### src/rtl/axi4_lite_pkg.sv
`default_nettype none
// =============================================================================
// axi4_lite_pkg : shared response/state encodings for the AXI4-Lite master
// Rev 1.0
// =============================================================================
package axi4_lite_pkg;

  typedef enum logic [1:0] {
    OKAY   = 2'b00,
    EXOKAY = 2'b01,
    SLVERR = 2'b10,
    DECERR = 2'b11
  } axi_resp_e;

  typedef enum logic [1:0] {
    RD_IDLE = 2'b00,
    RD_ADDR = 2'b01,
    RD_DATA = 2'b10
  } rd_state_e;

  typedef enum logic [1:0] {
    WR_IDLE = 2'b00,
    WR_SEND = 2'b01,
    WR_RESP = 2'b10
  } wr_state_e;

  localparam logic [2:0] C_AXI_PROT_DEFAULT = 3'b000;

  // SLVERR and DECERR are exactly the encodings with the upper bit set.
  function automatic logic resp_is_err(input logic [1:0] resp);
    return (resp == SLVERR) || (resp == DECERR);
  endfunction

endpackage
`default_nettype wire

### src/rtl/axi4_lite_master_write.sv
`default_nettype none
// =============================================================================
// axi4_lite_master_write : AW/W/B write channel FSM with independent AW and W handshakes
// Rev 1.0
// =============================================================================
module axi4_lite_master_write
  import axi4_lite_pkg::*;
#(
  parameter int AXI_ADDR_WIDTH = 64,
  parameter int AXI_DATA_WIDTH = 32
) (
  input  logic                          clk,
  input  logic                          arst,
  input  logic                          i_start,
  input  logic [AXI_ADDR_WIDTH-1:0]     i_addr,
  input  logic [AXI_DATA_WIDTH-1:0]     i_data,
  input  logic [AXI_DATA_WIDTH/8-1:0]   i_strb,
  output logic                          o_done,
  output logic                          o_busy,
  output logic                          AW_VALID,
  output logic [AXI_ADDR_WIDTH-1:0]     AW_ADDR,
  output logic [2:0]                    AW_PROT,
  input  logic                          AW_READY,
  output logic                          W_VALID,
  output logic [AXI_DATA_WIDTH-1:0]     W_DATA,
  output logic [AXI_DATA_WIDTH/8-1:0]   W_STRB,
  input  logic                          W_READY,
  input  logic                          B_VALID,
  output logic                          B_READY
);

  wr_state_e                   r_state;
  wr_state_e                   w_state_nxt;
  logic                        r_aw_done;
  logic                        r_w_done;
  logic                        r_done;
  logic [AXI_ADDR_WIDTH-1:0]   r_addr;
  logic [AXI_DATA_WIDTH-1:0]   r_data;
  logic [AXI_DATA_WIDTH/8-1:0] r_strb;
  logic                        w_aw_fin;
  logic                        w_w_fin;

  // A channel counts as finished if it handshook earlier or is handshaking now.
  assign w_aw_fin = r_aw_done || (AW_VALID && AW_READY);
  assign w_w_fin  = r_w_done  || (W_VALID && W_READY);

  always_comb begin
    w_state_nxt = r_state;
    case (r_state)
      WR_IDLE: if (i_start)             w_state_nxt = WR_SEND;
      WR_SEND: if (w_aw_fin && w_w_fin) w_state_nxt = WR_RESP;
      WR_RESP: if (B_VALID)             w_state_nxt = WR_IDLE;
      default:                          w_state_nxt = WR_IDLE;
    endcase
  end

  always_ff @(posedge clk or posedge arst) begin
    if (arst) begin
      r_state   <= WR_IDLE;
      r_aw_done <= 1'b0;
      r_w_done  <= 1'b0;
      r_done    <= 1'b0;
      r_addr    <= '0;
      r_data    <= '0;
      r_strb    <= '0;
    end else begin
      r_state <= w_state_nxt;
      r_done  <= (r_state == WR_RESP) && B_VALID;
      if (r_state == WR_IDLE && i_start) begin
        r_addr <= i_addr;
        r_data <= i_data;
        r_strb <= i_strb;
      end
      if (r_state == WR_SEND && w_state_nxt == WR_SEND) begin
        r_aw_done <= w_aw_fin;
        r_w_done  <= w_w_fin;
      end else begin
        r_aw_done <= 1'b0;
        r_w_done  <= 1'b0;
      end
    end
  end

  assign AW_VALID = (r_state == WR_SEND) && !r_aw_done;
  assign W_VALID  = (r_state == WR_SEND) && !r_w_done;
  assign B_READY  = (r_state == WR_RESP);
  assign AW_ADDR  = r_addr;
  assign AW_PROT  = C_AXI_PROT_DEFAULT;
  assign W_DATA   = r_data;
  assign W_STRB   = r_strb;
  assign o_done   = r_done;
  assign o_busy   = (r_state != WR_IDLE);

endmodule
`default_nettype wire

### src/rtl/axi4_lite_master.sv
`default_nettype none
// =============================================================================
// axi4_lite_master : single-word AXI4-Lite master, inline read FSM + write sub-module
// Optional response checking via macro AXI_RESP_CHECK_EN.  Rev 1.0
// =============================================================================
module axi4_lite_master
  import axi4_lite_pkg::*;
#(
  parameter int AXI_ADDR_WIDTH = 64,
  parameter int AXI_DATA_WIDTH = 32
) (
  input  logic                          clk,
  input  logic                          arst,
  input  logic                          i_start_read,
  input  logic                          i_start_write,
  input  logic [AXI_ADDR_WIDTH-1:0]     i_addr,
  input  logic [AXI_DATA_WIDTH-1:0]     i_data,
  input  logic [AXI_DATA_WIDTH/8-1:0]   i_strb,
  output logic [AXI_DATA_WIDTH-1:0]     o_data,
  output logic                          o_read_done,
  output logic                          o_write_done,
  output logic                          o_read_busy,
  output logic                          o_write_busy,
`ifdef AXI_RESP_CHECK_EN
  output logic                          o_resp_err,
`endif
  output logic                          AR_VALID,
  output logic [AXI_ADDR_WIDTH-1:0]     AR_ADDR,
  output logic [2:0]                    AR_PROT,
  input  logic                          AR_READY,
  input  logic [AXI_DATA_WIDTH-1:0]     R_DATA,
  input  logic [1:0]                    R_RESP,
  input  logic                          R_VALID,
  output logic                          R_READY,
  output logic                          AW_VALID,
  output logic [AXI_ADDR_WIDTH-1:0]     AW_ADDR,
  output logic [2:0]                    AW_PROT,
  input  logic                          AW_READY,
  output logic                          W_VALID,
  output logic [AXI_DATA_WIDTH-1:0]     W_DATA,
  output logic [AXI_DATA_WIDTH/8-1:0]   W_STRB,
  input  logic                          W_READY,
  input  logic [1:0]                    B_RESP,
  input  logic                          B_VALID,
  output logic                          B_READY
);

  rd_state_e                 r_rstate;
  rd_state_e                 w_rstate_nxt;
  logic [AXI_ADDR_WIDTH-1:0] r_araddr;
  logic [AXI_DATA_WIDTH-1:0] r_rdata;
  logic                      r_read_done;
  logic                      w_ar_accept;
  logic                      w_r_hs;

  assign w_ar_accept = (r_rstate == RD_IDLE) && i_start_read;
  assign w_r_hs      = (r_rstate == RD_DATA) && R_VALID;

  always_comb begin
    w_rstate_nxt = r_rstate;
    case (r_rstate)
      RD_IDLE: if (i_start_read) w_rstate_nxt = RD_ADDR;
      RD_ADDR: if (AR_READY)     w_rstate_nxt = RD_DATA;
      RD_DATA: if (R_VALID)      w_rstate_nxt = RD_IDLE;
      default:                   w_rstate_nxt = RD_IDLE;
    endcase
  end

  always_ff @(posedge clk or posedge arst) begin
    if (arst) begin
      r_rstate    <= RD_IDLE;
      r_araddr    <= '0;
      r_rdata     <= '0;
      r_read_done <= 1'b0;
    end else begin
      r_rstate    <= w_rstate_nxt;
      r_read_done <= w_r_hs;
      if (w_ar_accept) r_araddr <= i_addr;
      if (w_r_hs)      r_rdata  <= R_DATA;
    end
  end

  assign AR_VALID    = (r_rstate == RD_ADDR);
  assign R_READY     = (r_rstate == RD_DATA);
  assign AR_ADDR     = r_araddr;
  assign AR_PROT     = C_AXI_PROT_DEFAULT;
  assign o_data      = r_rdata;
  assign o_read_done = r_read_done;
  assign o_read_busy = (r_rstate != RD_IDLE);

  axi4_lite_master_write #(
    .AXI_ADDR_WIDTH (AXI_ADDR_WIDTH),
    .AXI_DATA_WIDTH (AXI_DATA_WIDTH)
  ) u_write (
    .clk      (clk),
    .arst     (arst),
    .i_start  (i_start_write),
    .i_addr   (i_addr),
    .i_data   (i_data),
    .i_strb   (i_strb),
    .o_done   (o_write_done),
    .o_busy   (o_write_busy),
    .AW_VALID (AW_VALID),
    .AW_ADDR  (AW_ADDR),
    .AW_PROT  (AW_PROT),
    .AW_READY (AW_READY),
    .W_VALID  (W_VALID),
    .W_DATA   (W_DATA),
    .W_STRB   (W_STRB),
    .W_READY  (W_READY),
    .B_VALID  (B_VALID),
    .B_READY  (B_READY)
  );

`ifdef AXI_RESP_CHECK_EN
  logic r_resp_err;
  logic w_err_set;
  logic w_any_start;

  assign w_err_set   = (w_r_hs && resp_is_err(R_RESP)) ||
                       (B_READY && B_VALID && resp_is_err(B_RESP));
  assign w_any_start = w_ar_accept || (i_start_write && !o_write_busy);

  // Sticky until the next accepted start; a new error in that same cycle wins.
  always_ff @(posedge clk or posedge arst) begin
    if (arst) begin
      r_resp_err <= 1'b0;
    end else if (w_err_set) begin
      r_resp_err <= 1'b1;
    end else if (w_any_start) begin
      r_resp_err <= 1'b0;
    end
  end

  assign o_resp_err = r_resp_err;
`else
  logic w_unused_resp;
  assign w_unused_resp = ^{R_RESP, B_RESP};
`endif

endmodule
`default_nettype wire

### config.mk
export PLATFORM = sky130hd
export DESIGN_NAME = axi4_lite_master
export DESIGN_NICKNAME = d
export VERILOG_FILES = /design/src/rtl/axi4_lite_pkg.sv /design/src/rtl/axi4_lite_master_write.sv /design/src/rtl/axi4_lite_master.sv
export SDC_FILE = /design/constraint.sdc
export NUM_CORES = 1
export LEC_CHECK = 0
export BUFFER_PORTS_ARGS = -buffer_cell sky130_fd_sc_hd__buf_2
export CAP_MARGIN = 10
export CORE_UTILIZATION = 25
export DETAILED_ROUTE_END_ITERATION = 7
export HOLD_SLACK_MARGIN = 0.1
export PLACE_DENSITY = 0.55
export SYNTH_ARGS = -nofsm -noshare
export SYNTH_HDL_FRONTEND = slang
export SYNTH_SLANG_ARGS = --single-unit
### constraint.sdc
create_clock -name clk -period 7.5 [get_ports clk]
set_input_delay 0 -clock clk [delete_from_list [all_inputs] [get_ports clk]]
set_output_delay 0 -clock clk [all_outputs]
set_load 0.01 [all_outputs]
==> results of run 1 <==
==> final cells by class <==
class,instances,area [um2],area share
sequential,204,5105,0.4130
timing repair buffer,489,3156,0.2553
multi-input combinational,223,2723,0.2203
clock buffer,35,723.2,0.05851
tap,435,544.3,0.04403
clock inverter,10,77.57,0.006276
inverter,6,30.03,0.002429
antenna,1,2.502,0.0002024
==> synth_stat cells, drive strengths merged <==
cell type,number,area share
nor4,2,0.0015
o22ai,1,0.00077
inv,6,0.0028
or2,2,0.0015
nand3b,1,0.0014
o2bb2ai,1,0.0011
nor3b,2,0.0038
nand2b,1,0.00077
a31o,1,0.0011
dfrtp,204,0.62
nor2,4,0.0018
a22o,1,0.0011
conb,1,0.00046
nor3,1,0.00061
mux2,196,0.31
nor2b,3,0.0023
buf,27,0.043
a21o,1,0.00092
==> per-layer routing <==
layer | routed length, um | vias to the layer above
li1 | - | 2591
met1 | 8170 | 2807
met2 | 10860 | 214
met3 | 1608 | 44
met4 | 743 | 0
met5 | 0 | -
==> stage by stage <==
step,hold WS [ns],area [um2],instances,power (W)
2_1_floorplan,0.07276,8199,460,0.003284
3_3_place_gp,0.1927,10170,1218,0.004000
3_5_place_dp,0.2107,10170,1218,0.004026
4_1_cts,0.2025,12360,1402,0.005307
5_1_grt,0.2366,12360,1403,0.005556
6_report,0.2262,12360,1403,0.005236
==> worst max-delay path, stage by stage (launching register included) <==
cell and delay (ns):
dfrtp_1 0.46, nor3b_4 0.19, buf_4 0.67, buf_4 0.92, mux2_4 0.36
==> final timing paths <==
kind | slack, ns | cells after the start | endpoint | start
max | 4.67 | 4 | u_write.W_DATA[8] | u_write.r_state[0]
min | 0.23 | 3 | u_write.W_DATA[23] | arst
max reg2reg | 4.67 | 4 | u_write.W_DATA[8] | u_write.r_state[0]
min reg2reg | 0.50 | 1 | u_write.r_aw_done | u_write.r_w_done
max in group asynchronous | 5.82 | 4 | u_write.AW_ADDR[2] | arst
min in group clk | 0.24 | 3 | u_write.r_aw_done | W_READY
==> power by group through the flow <==
stage	clock, W	sequential [W]	combinational, W
2_1_floorplan	0	0.00221	0.00107
3_3_place_gp	0	0.00194	0.00206
3_5_place_dp	0	0.00195	0.00208
4_1_cts	0.00122	0.00195	0.00214
5_1_grt	0.00126	0.00203	0.00227
6_report	0.00117	0.00195	0.00211
==> repair_timing <==
action,CTS,global route
endpoints found under the setup margin,0,0
buffers inserted,0,0
hold endpoints to repair,340,0
hold buffers,139,0
resized for setup,0,0
==> state kept, by name, indices dropped and copies added (netlist names) <==
register and cells:
AR_ADDR 64, u_write.r_state 2, u_write.r_w_done 1, o_read_done 1, u_write.r_aw_done 1, u_write.o_done 1
u_write.AW_ADDR 64, o_data 32, u_write.W_STRB 4, r_rstate 2, u_write.W_DATA 32
==> kinds of logic after synthesis <==
family          after synthesis  share of synthesized area
flops                       204                     0.6240
buf+inv                      33                    0.04619
compound gates                5                   0.004896
mux                         196                     0.3106
other cells                   1                  0.0004584
simple gates                 16                    0.01376
==> placed cells by master, fill, tap and decap left out, types with 2 or more instances in the layout <==
cell type	n
buf_2	345
dfrtp_1	204
dlygate4sd3_1	139
mux2_2	107
mux2_4	89
clkbuf_16	25
clkinv_2	8
conb_1	6
clkbuf_8	6
inv_1	5
buf_4	5
nor2_1	4
clkbuf_1	4
nor2b_1	3
nor3b_4	2
or2_2	2
nor4_1	2
==> results.md, run 1 <==
* Status: complete, no violations
* Seq pwr share at 0.373
* Final setup TNS at 0 ns
* Final WL at 21380 um
* Synth cell types at 23
* CTS tree: done
* Clock latency on the worst-skew pair at 0.52 ns
* Comb pwr share at 0.403
* Cell Pwr Density at 423.6 nW/um2
* Type of the worst setup path: reg -> reg
* DRC Markers at 0
* Largest net degree at the start of global routing at 139
* Max Fclk at 353.3 MHz
* Clk root buf: clkbuf_16
* Final Setup Violations at 0
* Vias per cell at 4.031
* Clock skew at 0.009616 ns
* Worst setup SP type: flop
* Min-Delay Path Class: in -> async
* Area Growth Syn to Fin at 51.10%
* Synth Warn # at 0
* Pint at 0.003537 W
* Global route hottest layer: met2
* Antenna Nets Post-Route at 0
* DRT Pass-1 Iters at 4
* Yosys reg bits at 204
* Fill cell count at 3017
* Top Ports at 356
* Worst Path Arrival at 3.22 ns
* Nets at 1094
* Max-cap violations at 0
* HPWL Detailed at 13660 um
* Fin worst setup slack at 4.669 ns
* Total die area at 33450 um2
* Leakage at 6.000 nW
* Core footprint at 31880 um2
* Initial Util at 0.2566
* Pins Over Slew Limit at 0
* Layout cell share with drive strength beyond 1 at 0.6143
* Total global routing overflow at 0
* Util after Layout at 0.3877
* Crit. End Element: flop
* Switching portion of total power at 0.3245
* Max_slew headroom at 0.2681
* Worst-path clk slew at 0.06 ns
* Max clock buf depth at 3
* H-tree Lvls at 1
* Met1 usage at 0.1374
* Hold Fails Final Rpt at 0
* Iter 0 DRT Violations at 124
* Initial antenna violation count at 1
* Number of port buffers at 345
* Placement Setup Slack at 4.632 ns
* Total CTS buffers at 25
* Tcrit/Tclk final at 0.3774
* Total Routing Usage GR at 0.1249
* Sw power at 0.001699 W
* Data required, critical path at 7.89 ns
* Worst Max-Slew Pin Slew at 1.098 ns
* Synth Area per Inst at 17.98 um2
* Met3 Resource Use GR at 0.03813
* Routability cong. at 0.7031
* Vias in the first global route at 6172
* Worst VDD drop at 0.2240 mV
* Seq/Total Area, Yosys at 0.6240
* CP max FO at 57
* Min Tclk post-route at 2.831 ns
* DIE HEIGHT at 182.9 um
* RSZ-0062 raised after global routing: no
* Syn Inst Count at 455
* Clock share of power at 0.224
* Via count at 5656
* Cell Rows at 65
* Global Route met2 Usage at 0.2269
* Sink Count at 204
* Cell area after synthesis at 8180 um2
* Chip width at 182.9 um
* Global-route wire length before repair at 33410 um
* DR WL/cell at 15.24 um
No activity file was read; power rests on OpenSTA's default activity.
==> run 2: changes to the inputs <==
==> constraint.sdc (replaced) <==
create_clock -name clk -period 2.85 [get_ports clk]
set_input_delay 0 -clock clk [delete_from_list [all_inputs] [get_ports clk]]
set_output_delay 0 -clock clk [all_outputs]
set_load 0.01 [all_outputs]
==> run 2 against run 1 <==
  * Sequential share of layout area fell by 0.49 points
  * Final cell count rose by 0.43%
  * Fmax rose by 50%
  * Setup slack got worse by 3.7 ns
  * Combinational power rose to 2.6 times the previous value
  * Die area did not move
  * Via count fell by 0.16%
  * Power rose to 2.7 times the previous value
  * Clock skew barely moved
  * Utilization rose by 0.46 points
  * Register-to-register slack got worse by 3.7 ns
  * Global-route usage fell by 0.24 points
  * Largest cell class unchanged
==> results.md, run 2 (synthesis gave the netlist of run 1 again) <==
* Total die area at 33450 um2
* Worst Max-Slew Pin Slew at 0.7345 ns
* Global-route wire length before repair at 33130 um
* Min-Delay Path Class: in -> async
* Switching portion of total power at 0.3208
* Iter 0 DRT Violations at 129
* Cell Rows at 65
* Diodes inserted at 0
* Hold Fails Final Rpt at 0
* Clock skew at 0.01005 ns
* CP max-delay cell: nor3b_4
* Core footprint at 31880 um2
* Total global routing overflow at 0
* Tcrit/Tclk final at 0.6605
* Antenna Nets Post-Route at 0
* DRC Markers at 0
* Nets at 1101
* Clock latency on the worst-skew pair at 0.53 ns
* Crit-path max cell delay at 0.51 ns
* Max clock buf depth at 3
* Type of the worst setup path: reg -> reg
* Cell Pwr Density at 1111 nW/um2
* Crit path depth at 3
* R2R cell count at 3
* Sink Count at 204
* Worst setup SP type: flop
* Vias in the first global route at 6131
* Worst VDD drop at 0.6021 mV
* Total power at 0.01389 W
* Max_slew headroom at 0.5093
* Largest net degree at the start of global routing at 86
* Crit. End Element: flop
* DRT Pass-1 Iters at 4
* H-tree Lvls at 1
* Max-cap violations at 0
* Number of port buffers at 345
* Max Fclk at 531.2 MHz
* Final setup TNS at 0 ns
* Layout cell share with drive strength beyond 1 at 0.6181
* Comb pwr share at 0.402
* RSZ-0062 raised after global routing: no
* Initial Util at 0.2566
* Util after Layout at 0.3923
* Leakage at 6.070 nW
* Sw power at 0.004457 W
* Seq pwr share at 0.368
* Top Ports at 356
* CP max FO at 48
* Post-cts resize count at 0
* Crit path cell chain: nor3b_4 -> buf_12 -> mux2_4
* Data required, critical path at 3.26 ns
* Via count at 5647
* Clk root buf: clkbuf_16
* Post-route cell area at 12510 um2
* DR WL/cell at 14.74 um
* Worst Path Arrival at 2.29 ns
* CP top delay family: simple AND/OR/NAND/NOR gates
* Fill cell count at 3026
* Chip width at 182.9 um
* Post-DP Area at 10260 um2
* Initial antenna violation count at 0
* Status: complete, no violations
* Final WL at 20770 um
* Worst-path clk slew at 0.06 ns
* Area Growth Syn to Fin at 52.91%
* Pins Over Slew Limit at 0
* Clock share of power at 0.230
* Routability cong. at 0.7370
* WP buf/inv at 1
* HPWL Detailed at 13580 um
* Final Setup Violations at 0
* Min Tclk post-route at 1.882 ns
* DIE HEIGHT at 182.9 um
* Total Routing Usage GR at 0.1225
* Vias per cell at 4.008
* Most common cell after layout, fill and taps aside: buf_2
* Total CTS buffers at 24
* Commonest non-fill, non-tap cells in the layout: 345 x buf_2, 204 x dfrtp_1, 141 x dlygate4sd3_1, 107 x mux2_2, 89 x mux2_4
* CTS tree: done
* Pint at 0.009436 W
-- run 2: cell types whose count changed in the layout (fill, tap and decap cells not counted) --
cell	previous run	this run
buf_12	0	4
buf_4	5	7
bufinv_16	1	2
clkbuf_1	4	1
clkbuf_16	25	24
clkbuf_8	6	9
clkinv_2	8	7
clkinv_8	0	1
diode_2	1	0
dlygate4sd3_1	139	141
inv_8	1	0
-- run 2: per-layer routing --
layer,up-vias,part of all wire,GRT usage
met3,39,0.060,0.02899
met2,197,0.51,0.2250
li1,2588,-,-
met4,0,0.038,0.04567
met5,-,0,0
met1,2823,0.39,0.1368
-- run 2: final timing paths --
path,end,start,slack (ns)
max,u_write.AW_ADDR[37],u_write.r_state[0],0.97
min,AR_ADDR[8],arst,0.14
max reg2reg,u_write.AW_ADDR[37],u_write.r_state[0],0.97
min reg2reg,u_write.r_aw_done,u_write.r_w_done,0.50
max in group asynchronous,u_write.W_DATA[25],arst,1.79
min in group clk,r_rstate[0],i_start_read,0.16
-- run 2: power groups by stage --
stage,sequential [W],combinational [W],clock (W)
after floorplan,0.00583,0.00281,0
after global placement,0.00510,0.00545,0
after detailed placement,0.00514,0.00549,0
after CTS,0.00513,0.00568,0.00331
after global routing,0.00533,0.00597,0.00342
final,0.00512,0.00558,0.00319
-- run 2: per-stage QoR --
| stage | cells | hold WS, ns | worst slack, ns |
|---|---|---|---|
| after floorplan | 460 | 0.07276 | 0.2057 |
| final | 1409 | 0.1441 | 0.9676 |
| after global placement | 1224 | 0.1652 | 0.9559 |
| after detailed placement | 1224 | 0.1652 | 0.9468 |
| after CTS | 1409 | 0.1298 | 0.9400 |
| after global routing | 1409 | 0.1583 | 0.8689 |
-- run 2: cell type report --
class                   instances  area [um2]  area share
repair buffers                497        3271      0.2615
clock buffers                  34       728.2     0.05822
multi-input cells             223        2723      0.2177
clock inverters                10       111.4    0.008903
flip-flops and latches        204        5105      0.4081
well taps                     435       544.3     0.04351
inverters                       6       26.28    0.002101
-- run 2: repair_timing --
item                      4_1_cts  5_1_grt
setup buffers                   0        0
hold endpoints to repair      257        0
hold buffers                  141        0
-- run 2: worst register-to-register path, delay by kind of cell (launching register included) --
kind	cells	cell delay (ns)
AND/OR/NAND/NOR	1	0.51
flip-flops	1	0.45
multiplexers	1	0.42
buffers and inverters	1	0.38
